[src/rtl/uart_pkg.sv]
// uart_pkg: definitions shared by the UART transmit and receive blocks.
//   - uart_state_e : frame state encodings, prefixed so that uart_tx and uart_rx
//                    can import the same package without name clashes
//   - DEF_CLK_DIV  : default bit divider (bit period = DEF_CLK_DIV+1 clocks)
//   - DEF_WORD_LEN : default index of the last word bit (data plus parity)
//   - bit_period() : clocks per bit for a given divider
package uart_pkg;

  localparam int DEF_CLK_DIV  = 104;
  localparam int DEF_WORD_LEN = 8;

  typedef enum logic [2:0] {
    UART_IDLE      = 3'd0,
    UART_START     = 3'd1,
    UART_DATA      = 3'd2,
    UART_STOP      = 3'd3,
    UART_WAIT_HIGH = 3'd4
  } uart_state_e;

  function automatic int bit_period(input int clk_div);
    return clk_div + 1;
  endfunction

endpackage

[src/rtl/sync_2ff.sv]
// sync_2ff: generic two-flop synchronizer for a single asynchronous input.
//   i_clk   : destination clock
//   i_rst_n : asynchronous active-low reset, loads RESET_VAL into both flops
//   i_d     : asynchronous input
//   o_q     : synchronized output, two i_clk cycles of latency
module sync_2ff #(
  parameter logic RESET_VAL = 1'b1
) (
  input  logic i_clk,
  input  logic i_rst_n,
  input  logic i_d,
  output logic o_q
);

  logic meta_p0;
  logic sync_p1;

  always_ff @(posedge i_clk or negedge i_rst_n) begin
    if (!i_rst_n) begin
      meta_p0 <= RESET_VAL;
      sync_p1 <= RESET_VAL;
    end else begin
      // stage p0: may go metastable; stage p1: settled copy
      meta_p0 <= i_d;
      sync_p1 <= meta_p0;
    end
  end

  assign o_q = sync_p1;

endmodule

[src/rtl/uart_rx.sv]
// uart_rx: UART receiver, bit timing matched to uart_tx for direct loopback.
// Frame: start (0), p_WORD_LEN+1 word bits LSB first, stop (1).
//   i_clk       : system clock
//   i_rst_n     : asynchronous active-low reset
//   i_rx        : serial line, asynchronous, idle high
//   o_data      : last correctly framed word, bit 0 received first
//   o_valid     : one-cycle strobe, o_data updated in the same cycle
//   o_frame_err : one-cycle strobe, stop bit sampled low
//   o_active    : high from start-bit qualification until the stop sample
module uart_rx
  import uart_pkg::*;
#(
  parameter int p_CLK_DIV  = DEF_CLK_DIV,
  parameter int p_WORD_LEN = DEF_WORD_LEN
) (
  input  logic                  i_clk,
  input  logic                  i_rst_n,
  input  logic                  i_rx,
  output logic [p_WORD_LEN:0]   o_data,
  output logic                  o_valid,
  output logic                  o_frame_err,
  output logic                  o_active
);

  localparam int CNT_W = $clog2(p_CLK_DIV + 1) + 1;
  localparam int BIT_W = $clog2(p_WORD_LEN + 1) + 1;
  localparam int HALF  = bit_period(p_CLK_DIV) / 2;

  localparam logic [CNT_W-1:0] CNT_LAST = CNT_W'(p_CLK_DIV);
  localparam logic [CNT_W-1:0] CNT_MID  = CNT_W'(HALF - 1);
  localparam logic [CNT_W-1:0] CNT_ONE  = CNT_W'(1);
  localparam logic [BIT_W-1:0] BIT_LAST = BIT_W'(p_WORD_LEN);
  localparam logic [BIT_W-1:0] BIT_ONE  = BIT_W'(1);

  logic                 rx_s;
  logic                 rx_prev;
  logic                 rx_fall;
  uart_state_e          state;
  logic [CNT_W-1:0]     clk_cnt;
  logic [BIT_W-1:0]     bit_cnt;
  logic [p_WORD_LEN:0]  shreg;

  sync_2ff #(
    .RESET_VAL (1'b1)
  ) u_sync_rx (
    .i_clk   (i_clk),
    .i_rst_n (i_rst_n),
    .i_d     (i_rx),
    .o_q     (rx_s)
  );

  // third flop: previous synchronized value for falling-edge detection
  always_ff @(posedge i_clk or negedge i_rst_n) begin
    if (!i_rst_n) rx_prev <= 1'b1;
    else          rx_prev <= rx_s;
  end

  assign rx_fall = rx_prev & ~rx_s;

  always_ff @(posedge i_clk or negedge i_rst_n) begin
    if (!i_rst_n) begin
      state       <= UART_IDLE;
      clk_cnt     <= '0;
      bit_cnt     <= '0;
      shreg       <= '0;
      o_data      <= '0;
      o_valid     <= 1'b0;
      o_frame_err <= 1'b0;
      o_active    <= 1'b0;
    end else begin
      o_valid     <= 1'b0;
      o_frame_err <= 1'b0;
      case (state)
        UART_IDLE: begin
          clk_cnt <= '0;
          bit_cnt <= '0;
          if (rx_fall) state <= UART_START;
        end
        UART_START: begin
          // re-check the line at the start-bit midpoint to reject glitches
          if (clk_cnt == CNT_MID) begin
            clk_cnt <= '0;
            if (!rx_s) begin
              o_active <= 1'b1;
              state    <= UART_DATA;
            end else begin
              state    <= UART_IDLE;
            end
          end else begin
            clk_cnt <= clk_cnt + CNT_ONE;
          end
        end
        UART_DATA: begin
          // counting from the start midpoint lands every sample mid-bit;
          // shifting in at the MSB leaves the first bit in position 0
          if (clk_cnt == CNT_LAST) begin
            clk_cnt <= '0;
            shreg   <= {rx_s, shreg[p_WORD_LEN:1]};
            if (bit_cnt == BIT_LAST) begin
              bit_cnt <= '0;
              state   <= UART_STOP;
            end else begin
              bit_cnt <= bit_cnt + BIT_ONE;
            end
          end else begin
            clk_cnt <= clk_cnt + CNT_ONE;
          end
        end
        UART_STOP: begin
          if (clk_cnt == CNT_LAST) begin
            clk_cnt  <= '0;
            o_active <= 1'b0;
            if (rx_s) begin
              o_data  <= shreg;
              o_valid <= 1'b1;
              state   <= UART_IDLE;
            end else begin
              o_frame_err <= 1'b1;
              state       <= UART_WAIT_HIGH;
            end
          end else begin
            clk_cnt <= clk_cnt + CNT_ONE;
          end
        end
        UART_WAIT_HIGH: begin
          // a held-low line (break) reports once, not as repeated frames
          if (rx_s) state <= UART_IDLE;
        end
        default: begin
          state    <= UART_IDLE;
          clk_cnt  <= '0;
          bit_cnt  <= '0;
          o_active <= 1'b0;
        end
      endcase
    end
  end

endmodule

[config.mk]
export PLATFORM = sky130hd
export DESIGN_NAME = uart_rx
export DESIGN_NICKNAME = d
export VERILOG_FILES = /design/src/rtl/uart_pkg.sv /design/src/rtl/sync_2ff.sv /design/src/rtl/uart_rx.sv
export SDC_FILE = /design/constraint.sdc
export NUM_CORES = 1
export LEC_CHECK = 0
export ABC_CLOCK_PERIOD_IN_PS = 2100
export CORE_ASPECT_RATIO = 1.5
export CORE_MARGIN = 2
export CORE_UTILIZATION = 57
export CTS_CLUSTER_SIZE = 10
export DETAILED_ROUTE_END_ITERATION = 8
export PLACE_DENSITY = 0.8
export SLEW_MARGIN = 10
export SYNTH_ARGS = -nofsm -noshare
export SYNTH_HDL_FRONTEND = slang
export SYNTH_SLANG_ARGS = --single-unit
[constraint.sdc]
create_clock -name i_clk -period 2.1 [get_ports i_clk]
set_input_delay 0.525 -clock i_clk [delete_from_list [all_inputs] [get_ports i_clk]]
set_output_delay 0.525 -clock i_clk [all_outputs]
set_load 0.02 [all_outputs]
; ---- Yosys cells after proc, flatten, opt, wreduce, memory -nomap -nowiden
; Index checks and enable logic that the tools add are counted.
[totals]
regBits = 40
inputBits = 3
out_inout_bits = 12
elab_cells = 65
[op_classes]
n_addsub = 2
n_eq_ne = 14
muxes = 25
n_bitwise = 4
n_reduce_logical = 9
[ops]
columns = operator, n
row1 = 8-bit one-hot mux with 3 select lines, 1
row2 = 3-bit 2-to-1 mux, 7
row3 = 8-bit 2-to-1 mux, 2
row4 = 3-bit one-hot mux with 5 select lines, 1
row5 = "2-bit != test, second input constant", 6
row6 = 5-bit 2-to-1 mux, 2
row7 = 5-bit one-hot mux with 2 select lines, 1
row8 = 1-bit 2-to-1 mux, 9
row9 = "8-bit by 1-bit adder with 8-bit output, second input constant", 1
row10 = "8-bit by 6-bit equality test with 1-bit output, second input constant", 1
row11 = "8-bit by 7-bit equality test with 1-bit output, second input constant", 1
row12 = "3-bit by 2-bit equality test with 1-bit output, second input constant", 2
row13 = 6-bit AND reduction, 1
row14 = 3-bit OR reduction, 2
row15 = "5-bit by 1-bit adder with 5-bit output, second input constant", 1
row16 = "5-bit by 4-bit equality test with 1-bit output, second input constant", 1
row17 = 2-bit AND reduction, 2
row18 = 4-bit AND reduction, 1
row19 = "3-bit by 1-bit equality test with 1-bit output, second input constant", 1
row20 = "3-bit equality test, second input constant", 1
row21 = 3-bit zero test, 1
row22 = 1-bit NOT, 3
row23 = 1-bit one-hot mux with 3 select lines, 1
row24 = 3-bit AND reduction, 1
row25 = other kinds (4), 4

; ---- Longest topological paths before layout
[logic_depth]
word_depth = 4
mapped_depth = 7
mapped_depth_nobuf = 6

; ---- Cells and area by module
; Synthesis repeated with hierarchy kept, for this count alone.
[unflattened]
hier_cells = 166
area_unflattened_um2 = 1933.1
[by_module_without_submodules]
columns = module, n_inst, cells_per_inst, area_each_um2, seq_area_each_um2
row1 = uart_rx, 1, 164, 1880.6, 952.2
row2 = sync_2ff, 1, 2, 52.6, 52.6

; ---- Worst setup path after synthesis
; No wires, ideal clock.
[synth_timing]
path_type = flip-flop to flip-flop
start = reg clk_cnt[2]
end = reg state[1]
setup_time_ns = 0.078
arrival_ns = 1.725
required_ns = 2.022
slack_ns = 0.297
stages_incl_launch_ff = 5
path_buffers = 0
period_less_slack_ns = 1.803
path_cell_list = dfrtp_1 -> or4_1 -> o211a_1 -> or4_1 -> a21oi_1
[synth_via]
elab_chain_cells = 3
elab_cells_between_ends = 6
classes_between = 5 x eq/ne / 1 x reduce/logical
[synth_lines]
columns = element, line_no
row1 = "start, declared", uart_rx.sv:39  ; logic [CNT_W-1:0] clk_cnt;
row2 = "start signal, assigned", uart_rx.sv:90  ; clk_cnt <= clk_cnt + CNT_ONE;
row3 = "start signal, assigned", uart_rx.sv:106  ; clk_cnt <= clk_cnt + CNT_ONE;
row4 = "start signal, assigned", uart_rx.sv:122  ; clk_cnt <= clk_cnt + CNT_ONE;
row5 = 8-bit by 7-bit equality test with 1-bit output / 8-bit by 6-bit equality test with 1-bit output (equally long branches), "uart_rx.sv:96, uart_rx.sv:110, uart_rx.sv:81"
row6 = 2-bit != test (no source line), n/a
row7 = 6-bit AND reduction (no source line) (*), n/a
row8 = "end signal, assigned", uart_rx.sv:101  ; state <= UART_STOP;
row9 = "end signal, assigned", uart_rx.sv:116  ; state <= UART_IDLE;
row10 = "end signal, assigned", uart_rx.sv:119  ; state <= UART_WAIT_HIGH;
row11 = "end, declared", uart_rx.sv:38  ; uart_state_e state;
; Every way passes the cells marked *; elsewhere a longest branch is shown, timed or not.
; A chain may end at the register's enable or synchronous reset.

; ---- Worst setup path in the final report
; Same ends and word-level chain as after synthesis.

==> run_results.csv <==
group,metric,value,unit
run_status,status,"finished, final reports clean",
sta,tns,0,ns
synthesis,synth.most_common_cell,"dfrtp_1",
sta,max_freq,508,MHz
clocking,post_cts.repair.setup_buffers,0,
floorplanning,ios,15,
route,drtIter0Drc,40,
synthesis,synth_top_area_cell,"dfrtp_1",
synthesis,yosysWarnings,0,
synthesis,yosys.area.top_type_share,0.497,
critical_path,crit_type,"reg -> reg",
worst_hold_path,hp-class,"in -> async",
synthesis,synthTopCellsByCount,"37 x dfrtp_1, 18 x mux2_2, 15 x nand2_1",
synthesis,synth.net_count,176,
final_layout,post-route-cell-area,2180,um^2
final_layout,finalCoreUtilization,0.696,
placement,place_congestion,0.860,
critical_path,r2r_slack,0.13,ns
power_and_ir_drop,leakagePower,0.984,nW
clocking,cts_hold_buf,0,
critical_path,rr_worst_depth,4,
sta,holdWs,0.271,ns
sta,setup_viol_count_final,0,
sta,fin_skew,0.00436,ns
critical_path,critPathCaptureType,"register",
floorplanning,dieArea,3750,um^2
critical_path,r2r_end,"state[1]",
clocking,cts_sinks,40,
clocking,cts_buffers,5,
flow_run,max_cap_violations,0,
final_layout,layout-drive-gt1-share,0.204,
clocking,cts_resized,0,
route,drc,0,
synthesis,async_reset_ff_frac,1.00,
route,ant_nets,0,
sta,finalHoldViolations,0,
sta,slew_violations,0,
global_route,grt_start_max_net_pins,41,
synthesis,synth_edf_count,0,
placement,dp_hpwl,2500,um
clocking,cts_max_path_buffers,2,
final_layout,n_antenna_cell,0,
sta,rsz0062_at_grt,"false",
synthesis,synth_cells,169,
route,routed-via-count,1347,
clocking,h-tree-depth,2,
placement,placed_area,2070,um^2
placement,dpl_worst_slack,0.0844,ns
power_and_ir_drop,p_total,2.28,mW
route,vias_per_cell,5.83,
sta,worst_slack,0.132,ns
floorplanning,start_util,0.596,
synthesis,synth_ff_type,"dfrtp_1",
global_route,grt.total_usage,0.221,
synthesis,yosysSeqAreaShare,0.539,
placement,numPortBuffers,14,
sta,max_slew.worst_pin.slew,0.679,ns
synthesis,syn_area,1860,um^2
final_layout,fin_nets,197,
global_route,antenna_found_initial,0,
clocking,path_clk_slew,0.08,ns
route,routed_wl,3560,um
power_and_ir_drop,ir_worst_vdd,0.772,mV
synthesis,synth-seq-cells,40,
clocking,cts_tree,"done",
synthesis,synth_cell_type_count,41,
sta,fin_crit_sh,0.937,
critical_path,crit_path_max_fanout,8,
critical_path,start_kind,"register",
clocking,cts_root_buf,"clkbuf_8",
critical_path,r2r_start,"clk_cnt[2]",
clocking,clk_latency,0.30,ns
critical_path,required,2.32,ns
final_layout,nFillCells,234,
floorplanning,die_h,74.0,um
route,dr.pass1.iters,4,
floorplanning,core,3130,um^2
power_and_ir_drop,powerDensity,1050,nW/um^2
floorplanning,rows,25,
global_route,grt_pass1_vias,1298,
global_route,grt_pass1_wl,6120,um
route,routedWlPerCell,15.4,um
final_layout,stdcell_count,231,
placement,numPlacedInstances,223,
sta,maxSlewHeadroom,0.543,
sta,layout_min_cycle_time,1.97,ns
final_layout,area_delta_synth_final,16.9,%
synthesis,syn_avg_cell_area,11.0,um^2
synthesis,synth_area_leaders,"dfrtp_1 50%, mux2_2 11%, dfstp_2 4.2%, o21ai_0 3.5%, nand2_1 3.0%",
floorplanning,fp.dieW,50.7,um
critical_path,cp.arrival,2.19,ns
global_route,overflow,0,
metal layers:
metal	track usage	vias to the layer above	wire length [um]
li1	-	655	-
met1	0.292	667	1530
met2	0.360	18	1880
met3	0.0482	7	89
met4	0.0811	0	57
met5	0	-	0
power by group:
| part | switching, mW | total (mW) | internal (mW) | leakage (nW) |
|---|---|---|---|---|
| Sequential | 0.139 | 1.01 | 0.870 | 0.536 |
| Clock | 0.282 | 0.633 | 0.352 | 0.0541 |
| Combinational | 0.369 | 0.635 | 0.266 | 0.394 |
| Total | 0.790 | 2.28 | 1.49 | 0.984 |
area by class of cell:
class,count,area (um^2),area share
well taps,40,50.0,0.0230
inverters,8,30.0,0.0138
multi-input cells,116,810,0.372
flip-flops and latches,40,1000,0.461
clock buffers,5,68.8,0.0316
clock inverters,3,42.5,0.0195
repair buffers,19,173,0.0793
critical path, cell delays in order (launching register included):
cell     delay (ns)
dfrtp_1        0.46
or4_1          0.58
o211a_1        0.30
or4_1          0.41
a21oi_1        0.14
state kept, by name, summed over array words and instances (netlist names):
signal and flops:
bit_cnt 5, clk_cnt 8, o_active 1, o_data 9, o_frame_err 1, o_valid 1
rx_prev 1, shreg 9, state 3, u_sync_rx.meta_p0 1, u_sync_rx.o_q 1
how the worst max path moves through the flow:
| stage | depth (start not counted) | startpoint | slack [ns] | end |
|---|---|---|---|---|
| global route | 4 | clk_cnt[2] | 0.03 | clk_cnt[3] |
| global placement | 4 | clk_cnt[2] | 0.18 | state[1] |
| CTS | 6 | clk_cnt[0] | 0.07 | o_data[1] |
| detailed placement | 6 | clk_cnt[0] | 0.08 | o_data[1] |
| finish | 4 | clk_cnt[2] | 0.13 | state[1] |
| floorplan | 4 | clk_cnt[2] | 0.30 | state[1] |
layout by cell type, fill, tap and decap left out, types with 2 or more instances in the layout:
master / count
nand2b_1: 2
nor3_1: 2
buf_4: 5
nor3b_1: 2
inv_1: 8
nand2_1: 15
o211ai_1: 5
a21oi_1: 6
o21ai_0: 13
clkdlybuf4s50_1: 13
o31ai_1: 3
mux2_2: 18
clkbuf_8: 5
nor2_1: 10
a21o_1: 2
or3b_2: 2
dfstp_2: 3
dfrtp_1: 37
ha_1: 4
a22o_1: 2
o41ai_1: 2
or4_1: 2
nand3_1: 7
logic make-up (layout without fill, tap and decap cells):
logic type	Yosys count	in the layout	share of synthesized area
AOI/OAI and AO/OA	40	40	0.142
xor gates and xnor gates	1	1	0.00470
adders and majority gates	4	4	0.0269
buffers and inverters	13	35	0.0269
DFF	40	40	0.539
muxes	18	18	0.109
and+or+nand+nor	53	53	0.152
Note: power is estimated with default switching activity, not from simulation.
